File: src/rtl/tff_toggle_sched_if.sv
// Configuration write port for tff_toggle_sched: one channel's period and count per accepted transfer.
interface tff_toggle_sched_if #(
  parameter int NCH = 4,
  parameter int CW  = 8
);
  localparam int CHW = (NCH > 1) ? $clog2(NCH) : 1;

  logic           cfg_valid;
  logic           cfg_ready;
  logic [CHW-1:0] cfg_ch;
  logic [CW-1:0]  cfg_period;
  logic [CW-1:0]  cfg_count;

  modport master (output cfg_valid, cfg_ch, cfg_period, cfg_count, input cfg_ready);
  modport slave  (input cfg_valid, cfg_ch, cfg_period, cfg_count, output cfg_ready);
endinterface

File: src/rtl/tff_toggle_sched.sv
// Toggle-pulse scheduler for a bank of NCH external T flip-flops.
// Optional macro TFF_SCHED_MIRROR_EN adds q_mirror, a prediction of each TFF's state.
module tff_toggle_sched #(
  parameter int NCH = 4,
  parameter int CW  = 8
) (
  input  logic             clk,
  input  logic             rstn,
  tff_toggle_sched_if.slave cfg,
  input  logic [NCH-1:0]   start,
  input  logic [NCH-1:0]   stop,
  output logic [NCH-1:0]   t_out,
  output logic [NCH-1:0]   busy,
  output logic [NCH-1:0]   done,
  output logic [NCH-1:0]   q_mirror
);
  localparam int CHW = (NCH > 1) ? $clog2(NCH) : 1;
  localparam logic [CW-1:0] ONE = CW'(1);

  typedef enum logic {S_IDLE = 1'b0, S_RUN = 1'b1} state_t;

  state_t         r_state [NCH];
  state_t         w_next  [NCH];
  logic [CW-1:0]  r_cfg_p [NCH];
  logic [CW-1:0]  r_cfg_n [NCH];
  logic [CW-1:0]  r_act_p [NCH];
  logic [CW-1:0]  r_act_n [NCH];
  logic [CW-1:0]  r_pcnt  [NCH];
  logic [CW-1:0]  r_ncnt  [NCH];
  logic [NCH-1:0] w_pulse;
  logic [NCH-1:0] w_last;
  logic [NCH-1:0] r_t;
  logic [NCH-1:0] r_done;
  logic           w_in_range;
  logic           w_wr;

  // Out-of-range channels are always ready so their writes drain and are dropped.
  always_comb begin
    w_in_range    = ({1'b0, cfg.cfg_ch} < (CHW+1)'(NCH));
    cfg.cfg_ready = 1'b1;
    if (w_in_range && (r_state[cfg.cfg_ch] == S_RUN))
      cfg.cfg_ready = 1'b0;
    w_wr = cfg.cfg_valid && cfg.cfg_ready && w_in_range;
  end

  always_ff @(posedge clk) begin
    if (!rstn) begin
      for (int c = 0; c < NCH; c++) r_state[c] <= S_IDLE;
    end else begin
      for (int c = 0; c < NCH; c++) r_state[c] <= w_next[c];
    end
  end

  always_comb begin
    w_pulse = '0;
    w_last  = '0;
    for (int c = 0; c < NCH; c++) begin
      w_next[c] = r_state[c];
      case (r_state[c])
        S_IDLE: if (start[c] && !stop[c]) w_next[c] = S_RUN;
        S_RUN: begin
          if (stop[c]) begin
            w_next[c] = S_IDLE;
          end else if (r_pcnt[c] == r_act_p[c]) begin
            w_pulse[c] = 1'b1;
            if ((r_act_n[c] != '0) && (r_ncnt[c] == r_act_n[c] - ONE)) begin
              w_last[c] = 1'b1;
              w_next[c] = S_IDLE;
            end
          end
        end
        default: w_next[c] = S_IDLE;
      endcase
    end
  end

  // Stage p0 -> registered pulses, done strobes and stored configuration
  always_ff @(posedge clk) begin
    if (!rstn) begin
      r_t    <= '0;
      r_done <= '0;
      for (int c = 0; c < NCH; c++) begin
        r_cfg_p[c] <= '0;
        r_cfg_n[c] <= '0;
      end
    end else begin
      r_t    <= w_pulse;
      r_done <= w_last;
      if (w_wr) begin
        r_cfg_p[cfg.cfg_ch] <= cfg.cfg_period;
        r_cfg_n[cfg.cfg_ch] <= cfg.cfg_count;
      end
    end
  end

  // Config is snapshotted at start so a same-cycle write only affects the next run.
  always_ff @(posedge clk) begin
    for (int c = 0; c < NCH; c++) begin
      if ((r_state[c] == S_IDLE) && (w_next[c] == S_RUN)) begin
        r_act_p[c] <= (r_cfg_p[c] == '0) ? ONE : r_cfg_p[c];
        r_act_n[c] <= r_cfg_n[c];
        r_pcnt[c]  <= ONE;
        r_ncnt[c]  <= '0;
      end else if (r_state[c] == S_RUN) begin
        if (w_pulse[c]) begin
          r_pcnt[c] <= ONE;
          if (r_act_n[c] != '0) r_ncnt[c] <= r_ncnt[c] + ONE;
        end else begin
          r_pcnt[c] <= r_pcnt[c] + ONE;
        end
      end
    end
  end

  always_comb begin
    for (int c = 0; c < NCH; c++) busy[c] = (r_state[c] == S_RUN);
  end

  assign t_out = r_t;
  assign done  = r_done;

`ifdef TFF_SCHED_MIRROR_EN
  logic [NCH-1:0] r_qm;

  always_ff @(posedge clk) begin
    if (!rstn) r_qm <= '0;
    else       r_qm <= r_qm ^ w_pulse;
  end

  assign q_mirror = r_qm;
`else
  assign q_mirror = '0;
`endif

endmodule
File: src/flat_wrapper.sv
// flat-port wrapper written by rule: the top's interface ports become plain ports
module tff_toggle_sched_flat 
#(
  parameter int NCH = 4,
  parameter int CW  = 8
)
  (clk, rstn, start, stop, t_out, busy, done, q_mirror, cfg_cfg_valid, cfg_cfg_ch, cfg_cfg_period, cfg_cfg_count, cfg_cfg_ready);
  tff_toggle_sched_if #(.NCH(NCH), .CW(CW)) cfg_i ();
  input  logic clk;
  input  logic rstn;
  input  logic [NCH-1:0] start;
  input  logic [NCH-1:0] stop;
  output logic [NCH-1:0] t_out;
  output logic [NCH-1:0] busy;
  output logic [NCH-1:0] done;
  output logic [NCH-1:0] q_mirror;
  input wire logic [$bits(cfg_i.cfg_valid)-1:0] cfg_cfg_valid;
  input wire logic [$bits(cfg_i.cfg_ch)-1:0] cfg_cfg_ch;
  input wire logic [$bits(cfg_i.cfg_period)-1:0] cfg_cfg_period;
  input wire logic [$bits(cfg_i.cfg_count)-1:0] cfg_cfg_count;
  output wire logic [$bits(cfg_i.cfg_ready)-1:0] cfg_cfg_ready;
  assign cfg_i.cfg_valid = cfg_cfg_valid;
  assign cfg_i.cfg_ch = cfg_cfg_ch;
  assign cfg_i.cfg_period = cfg_cfg_period;
  assign cfg_i.cfg_count = cfg_cfg_count;
  assign cfg_cfg_ready = cfg_i.cfg_ready;
  tff_toggle_sched #(.NCH(NCH), .CW(CW)) u_core (.clk(clk), .rstn(rstn), .cfg(cfg_i), .start(start), .stop(stop), .t_out(t_out), .busy(busy), .done(done), .q_mirror(q_mirror));
endmodule
File: config.mk
export PLATFORM = sky130hd
export DESIGN_NAME = tff_toggle_sched_flat
export DESIGN_NICKNAME = d
export VERILOG_FILES = /design/src/rtl/tff_toggle_sched_if.sv /design/src/rtl/tff_toggle_sched.sv /design/src/flat_wrapper.sv
export SDC_FILE = /design/constraint.sdc
export NUM_CORES = 1
export LEC_CHECK = 0
export BUFFER_PORTS_ARGS = -buffer_cell sky130_fd_sc_hd__buf_4
export CORE_ASPECT_RATIO = 1.5
export CORE_UTILIZATION = 61
export DETAILED_ROUTE_END_ITERATION = 12
export HOLD_SLACK_MARGIN = 0.12
export PLACE_DENSITY = 0.82
export SLEW_MARGIN = 20
export SYNTH_ARGS = -nofsm -noshare
export SYNTH_HDL_FRONTEND = slang
export SYNTH_SLANG_ARGS = --single-unit
File: constraint.sdc
create_clock -name clk -period 3.05 [get_ports clk]
set_input_delay 0.61 -clock clk [delete_from_list [all_inputs] [get_ports clk]]
set_output_delay 0.61 -clock clk [all_outputs]
set_load 0.1 [all_outputs]
==> metrics.yaml, run 1 <==
crit_slowest_cell: "a311o_1"
critPathLaunchType: "flop"
status: "finished, final reports clean"
finalSetupViolations: 0
synth_most_common_cell: "edfxtp_1"
antenna_found_initial: 0
grt_usage_pct: 23.2
p_leak_nw: 3.94
cts_buffer_depth: 3
yosysWarnings: 0
rrSetupSlack_ns: 0.41
grt-ovfl-total: 0
crit_required_ns: 3.16
fin_skew_ns: 0.00859
drtPass1Iterations: 4
clockRootBuffer: "clkbuf_16"
start_util_pct: 62.2
worst_slew_pin_slew_ns: 1.06
drive_above_1_share_pct: 10.9
cts_setup_buffers: 0
netlist_instances: 787
p_per_area_mw_per_mm2: 601
path_class: "flop to flop"
synth_sequential_area_ratio_pct: 62.1
slew_headroom_pct: 28.5
ir_drop_uv: 575
yosys.area.top_type: "edfxtp_1"
crit_start: "u_core.r_pcnt[1][2]"
syn_area_mm2: 0.00967
globalplace.congestion: 0.870
grt_pass1_wl_mm: 29.6
min_from: "start[3]"
die_y_um: 156
die-width_um: 105
port_buffers: 41
timing.rr.start: "u_core.r_pcnt[1][2]"
dp_hpwl_mm: 12.8
finalHoldViolCount: 0
slowest_delay_ns: 0.50
drt-initial-drc-count: 314
cts.clk_slew.worst_paths_ns: 0.07
rr_worst_depth: 5
dominantRegCellSynth: "edfxtp_1"
final_area_mm2: 0.0108
endpoint_kind: "flop"
slew_violations: 0
viasPerCell: 5.79
dr_total_vias: 5947
arrival_ns: 2.75
finalSetupTns_ns: 0
drc_errors: 0
fillers: 1072
hp-class: "input pin to flop"
die_area_mm2: 0.0164
synthArstFlopShare_pct: 0
cts_tree: "built"
finalCriticalPeriod_ns: 2.64
synth_top_area_share_pct: 59.6
area_growth_pct: 11.9
grt_pass1_vias: 6059
postCtsResizedCells: 0
max_clock_freq_mhz: 379
synth_common_cells: "192 x edfxtp_1, 87 x nor2_1, 78 x xor2_1, 66 x and2_1, 42 x clkbuf_1"
cts_max_level: 1
path_cells: "xor2_1, nor4_1, nand4_1, a311o_1, o21ai_0"
syn-mean-instance-area_um2: 12.3
n_antenna_cell: 0
final.period_utilization_pct: 86.4
layout.nets: 852
hold_depth: 3
critPathMaxFanout: 9
yosysUniqueCellTypes: 55
regArea_mm2: 0.00601
coreArea_mm2: 0.0156
clk_latency_ns: 0.49
ant_nets: 0
cap_violations: 0
cts_buffers: 20
rsz0062_at_grt: "false"
holdBufCountCts: 0
finalWirelength_mm: 18.2
placed_area_mm2: 0.0101
wl_per_cell_um: 17.7
synth_enable_flop_cells: 192
cts.sinks: 204
fin_util_pct: 69.6
ys_seq_elements: 204
multi_input_area_mm2: 0.00337
yosys-top-cells-area: "edfxtp_1 60%, xor2_1 7.1%, and2_1 4.3%"
grt_max_degree: 18
ios: 46
row_count: 56
## stage by stage
step	total power, mW	instances	setup WS, ns	hold WS (ns)
final	6.51	1027	0.414	0.406
after global routing	6.69	1027	0.259	0.408
after CTS	6.53	1027	0.235	0.390
after detailed placement	3.81	991	0.293	0.405
after global placement	3.78	991	0.474	0.404
after floorplan	3.67	790	0.617	0.400
## cells in the final DEF, fill, tap and decap left out, types with 12 or more instances in the layout
cell type,n
nor2_1,87
and3_1,15
clkbuf_16,21
nor4_1,25
xnor2_1,40
nand3_1,41
nand2b_1,17
and2_1,66
xor2_1,78
inv_1,21
nand2_1,18
edfxtp_1,192
buf_4,49
ha_1,13
dfxtp_1,12
## cell type report
type                       instances  area share (%)
tap                              203            2.35
clock buffer                      24            5.14
multi-input combinational        514            31.1
sequential                       204            55.5
timing repair buffer              49            3.40
inverter                          21           0.728
clock inverter                    12            1.77
## cell families after synthesis
| group | count (synthesis) | share of synthesized area, % |
|---|---|---|
| compound gates | 61 | 4.26 |
| buf+inv | 72 | 3.18 |
| mux | 2 | 0.336 |
| other cells | 1 | 0.0388 |
| fa+ha+maj | 13 | 1.68 |
| simple gates | 316 | 17.7 |
| xor+xnor | 118 | 10.7 |
| flops | 204 | 62.1 |
## per-layer routing
layer | GRT usage [%] | wire length [um] | vias to the layer above
li1 | - | - | 2836
met4 | 11.3 | 764 | 0
met3 | 3.21 | 784 | 59
met2 | 43.0 | 9710 | 179
met5 | 0 | 0 | -
met1 | 26.3 | 6970 | 2873
## critical path: cells and delay by family (launching register included)
family                    cells  cell delay [ns]
DFF                           1             0.49
AOI/OAI and AO/OA             2             0.95
xor gates and xnor gates      1             0.21
and+or+nand+nor               2             0.61
## flip-flops by register name (all words and copies together) (netlist names)
register,count
u_core.r_act_p,32
u_core.r_state,4
u_core.t_out,4
u_core.done,4
u_core.r_ncnt,32
u_core.r_cfg_n,32
u_core.r_act_n,32
u_core.r_pcnt,32
u_core.r_cfg_p,32
## power by group
group	internal [mW]	switching, mW	total, mW
registers	3.22	0.120	3.34
logic	0.162	0.259	0.421
clock network	1.73	1.02	2.75
## path summary, 6_finish.rpt
kind	endpoint
max	u_core.r_ncnt[0][12]
min	u_core.r_state[3]
min reg2reg	u_core.r_act_n[0][4]
max reg2reg	u_core.r_ncnt[0][12]
Power figures use the tool's default switching activity.
==> run 2: changes to the inputs <==
- BUFFER_PORTS_ARGS: -buffer_cell sky130_fd_sc_hd__buf_4 -> default
- CORE_UTILIZATION: 61 -> 64
- DONT_BUFFER_PORTS: default -> 1
- PLACE_DENSITY: 0.82 -> 0.83
==> run 2 against run 1 <==
Compared with the run above:
- critical path depth stayed put
- non-clock buffer count decreased by 37
- power fell by 1.1%
- largest power group unchanged
- first-iteration DRC count grew 9.2%
- final cell count fell by 4.3%
==> metrics.yaml, run 2 (synthesis results as in run 1) <==
status: "finished, final reports clean"
clockRootBuffer: "clkbuf_16"
fin_ws_ns: 0.288
finalSetupTns_ns: 0
hold_slack_ns: 0.310
slew_headroom_pct: 26.2
drt-initial-drc-count: 343
cap_violations: 0
cts_buffers: 20
ant_nets: 0
fin_util_pct: 71.8
holdBufCountCts: 0
hp-class: "input pin to flop"
place_ws_ns: 0.292
cts_tree: "built"
rsz0062_at_grt: "false"
die_area_mm2: 0.0156
viasPerCell: 6.03
postCtsResizedCells: 0
fin_cells: 983
cts_buffer_depth: 3
finalWirelength_mm: 18.8
hold_depth: 2
hold_end: "u_core.r_state[2]"
die_y_um: 153
max_clock_freq_mhz: 362
final.period_utilization_pct: 90.6
drive_above_1_share_pct: 6.48
n_antenna_cell: 0
dp_hpwl_mm: 13.2
grt-ovfl-total: 0
port_buffers: 0
crit_required_ns: 3.15
placed_cells: 947
finalCriticalPeriod_ns: 2.76
endpoint_kind: "flop"
final_area_mm2: 0.0105
ios: 46
arrival_ns: 2.87
p_leak_nw: 3.75
grt_max_degree: 18
min_from: "start[2]"
cts.sinks: 204
path_class: "flop to flop"
grt_pass1_wl_mm: 29.7
layout.nets: 815
timing.rr.start: "u_core.r_act_n[3][2]"
placed_area_mm2: 0.00979
die-width_um: 102
r2r_end: "u_core.r_ncnt[1][12]"
finalPower_mw: 6.44
rr_worst_depth: 5
p_per_area_mw_per_mm2: 611
clk_latency_ns: 0.49
final_common_cell: "edfxtp_1"
grt_pass1_vias: 6026
antenna_found_initial: 0
finalSetupViolations: 0
fin_skew_ns: 0.0134
area_growth_pct: 8.81
worst_slew_pin_slew_ns: 1.10
critPathLaunchType: "flop"
dr_total_vias: 5931
critPathMaxFanout: 9
slew_violations: 0
grt_usage_pct: 24.9
ir_drop_uv: 607
drc_errors: 0
start_util_pct: 66.0
cts_max_level: 1
row_count: 54
cts_setup_buffers: 0
drtPass1Iterations: 5
finalHoldViolCount: 0
wl_per_cell_um: 19.1
cts.clk_slew.worst_paths_ns: 0.06
globalplace.congestion: 0.917
rrSetupSlack_ns: 0.29
mostFrequentLayoutCells: "192 x edfxtp_1, 87 x nor2_1, 78 x xor2_1, 66 x and2_1, 41 x nand3_1"
coreArea_mm2: 0.0147
==> run 2: how the worst max path moves through the flow <==
stage / end / cells after the start / startpoint / slack [ns]
floorplan: u_core.r_ncnt[1][10] / 6 / u_core.r_act_n[3][2] / 0.62
global placement: u_core.r_ncnt[1][11] / 5 / u_core.r_act_n[3][2] / 0.47
detailed placement: u_core.r_ncnt[1][10] / 5 / u_core.r_act_n[3][2] / 0.29
CTS: u_core.r_ncnt[1][12] / 5 / u_core.r_act_n[3][2] / 0.28
global route: u_core.r_ncnt[1][12] / 5 / u_core.r_act_n[3][2] / 0.16
finish: u_core.r_ncnt[1][12] / 5 / u_core.r_act_n[3][2] / 0.29
==> run 2: per-layer routing <==
metal	wire, um	global-route usage (%)	share of wire, %	vias to the layer above
met5	0	0	0	-
met4	824	11.6	4.4	0
met3	1150	5.00	6.1	73
met2	9920	43.7	53	208
met1	6860	28.8	37	2890
li1	-	-	-	2760
==> run 2: layout make-up <==
cell class	instances	area, um^2
Clock inverter	9	176
Clock buffer	27	558
Inverter	21	78.8
Sequential cell	204	6010
Timing Repair Buffer	12	90.1
Tap cell	196	245
Fill cell	951	4140
Multi-Input combinational cell	514	3370
==> run 2: where the power goes <==
part,leakage (nW),internal (mW),switching [mW],total [mW]
sequential,1.98,3.22,0.121,3.34
clock,0.355,1.71,1.01,2.73
combinational,1.42,0.138,0.235,0.373
==> run 2: worst max-delay path, stage by stage, from the launching register on <==
cell and delay, ns:
edfxtp_1 0.47, or4_4 0.57, or4b_1 0.52, nand4_1 0.11, or2_1 0.26, o21ai_0 0.43
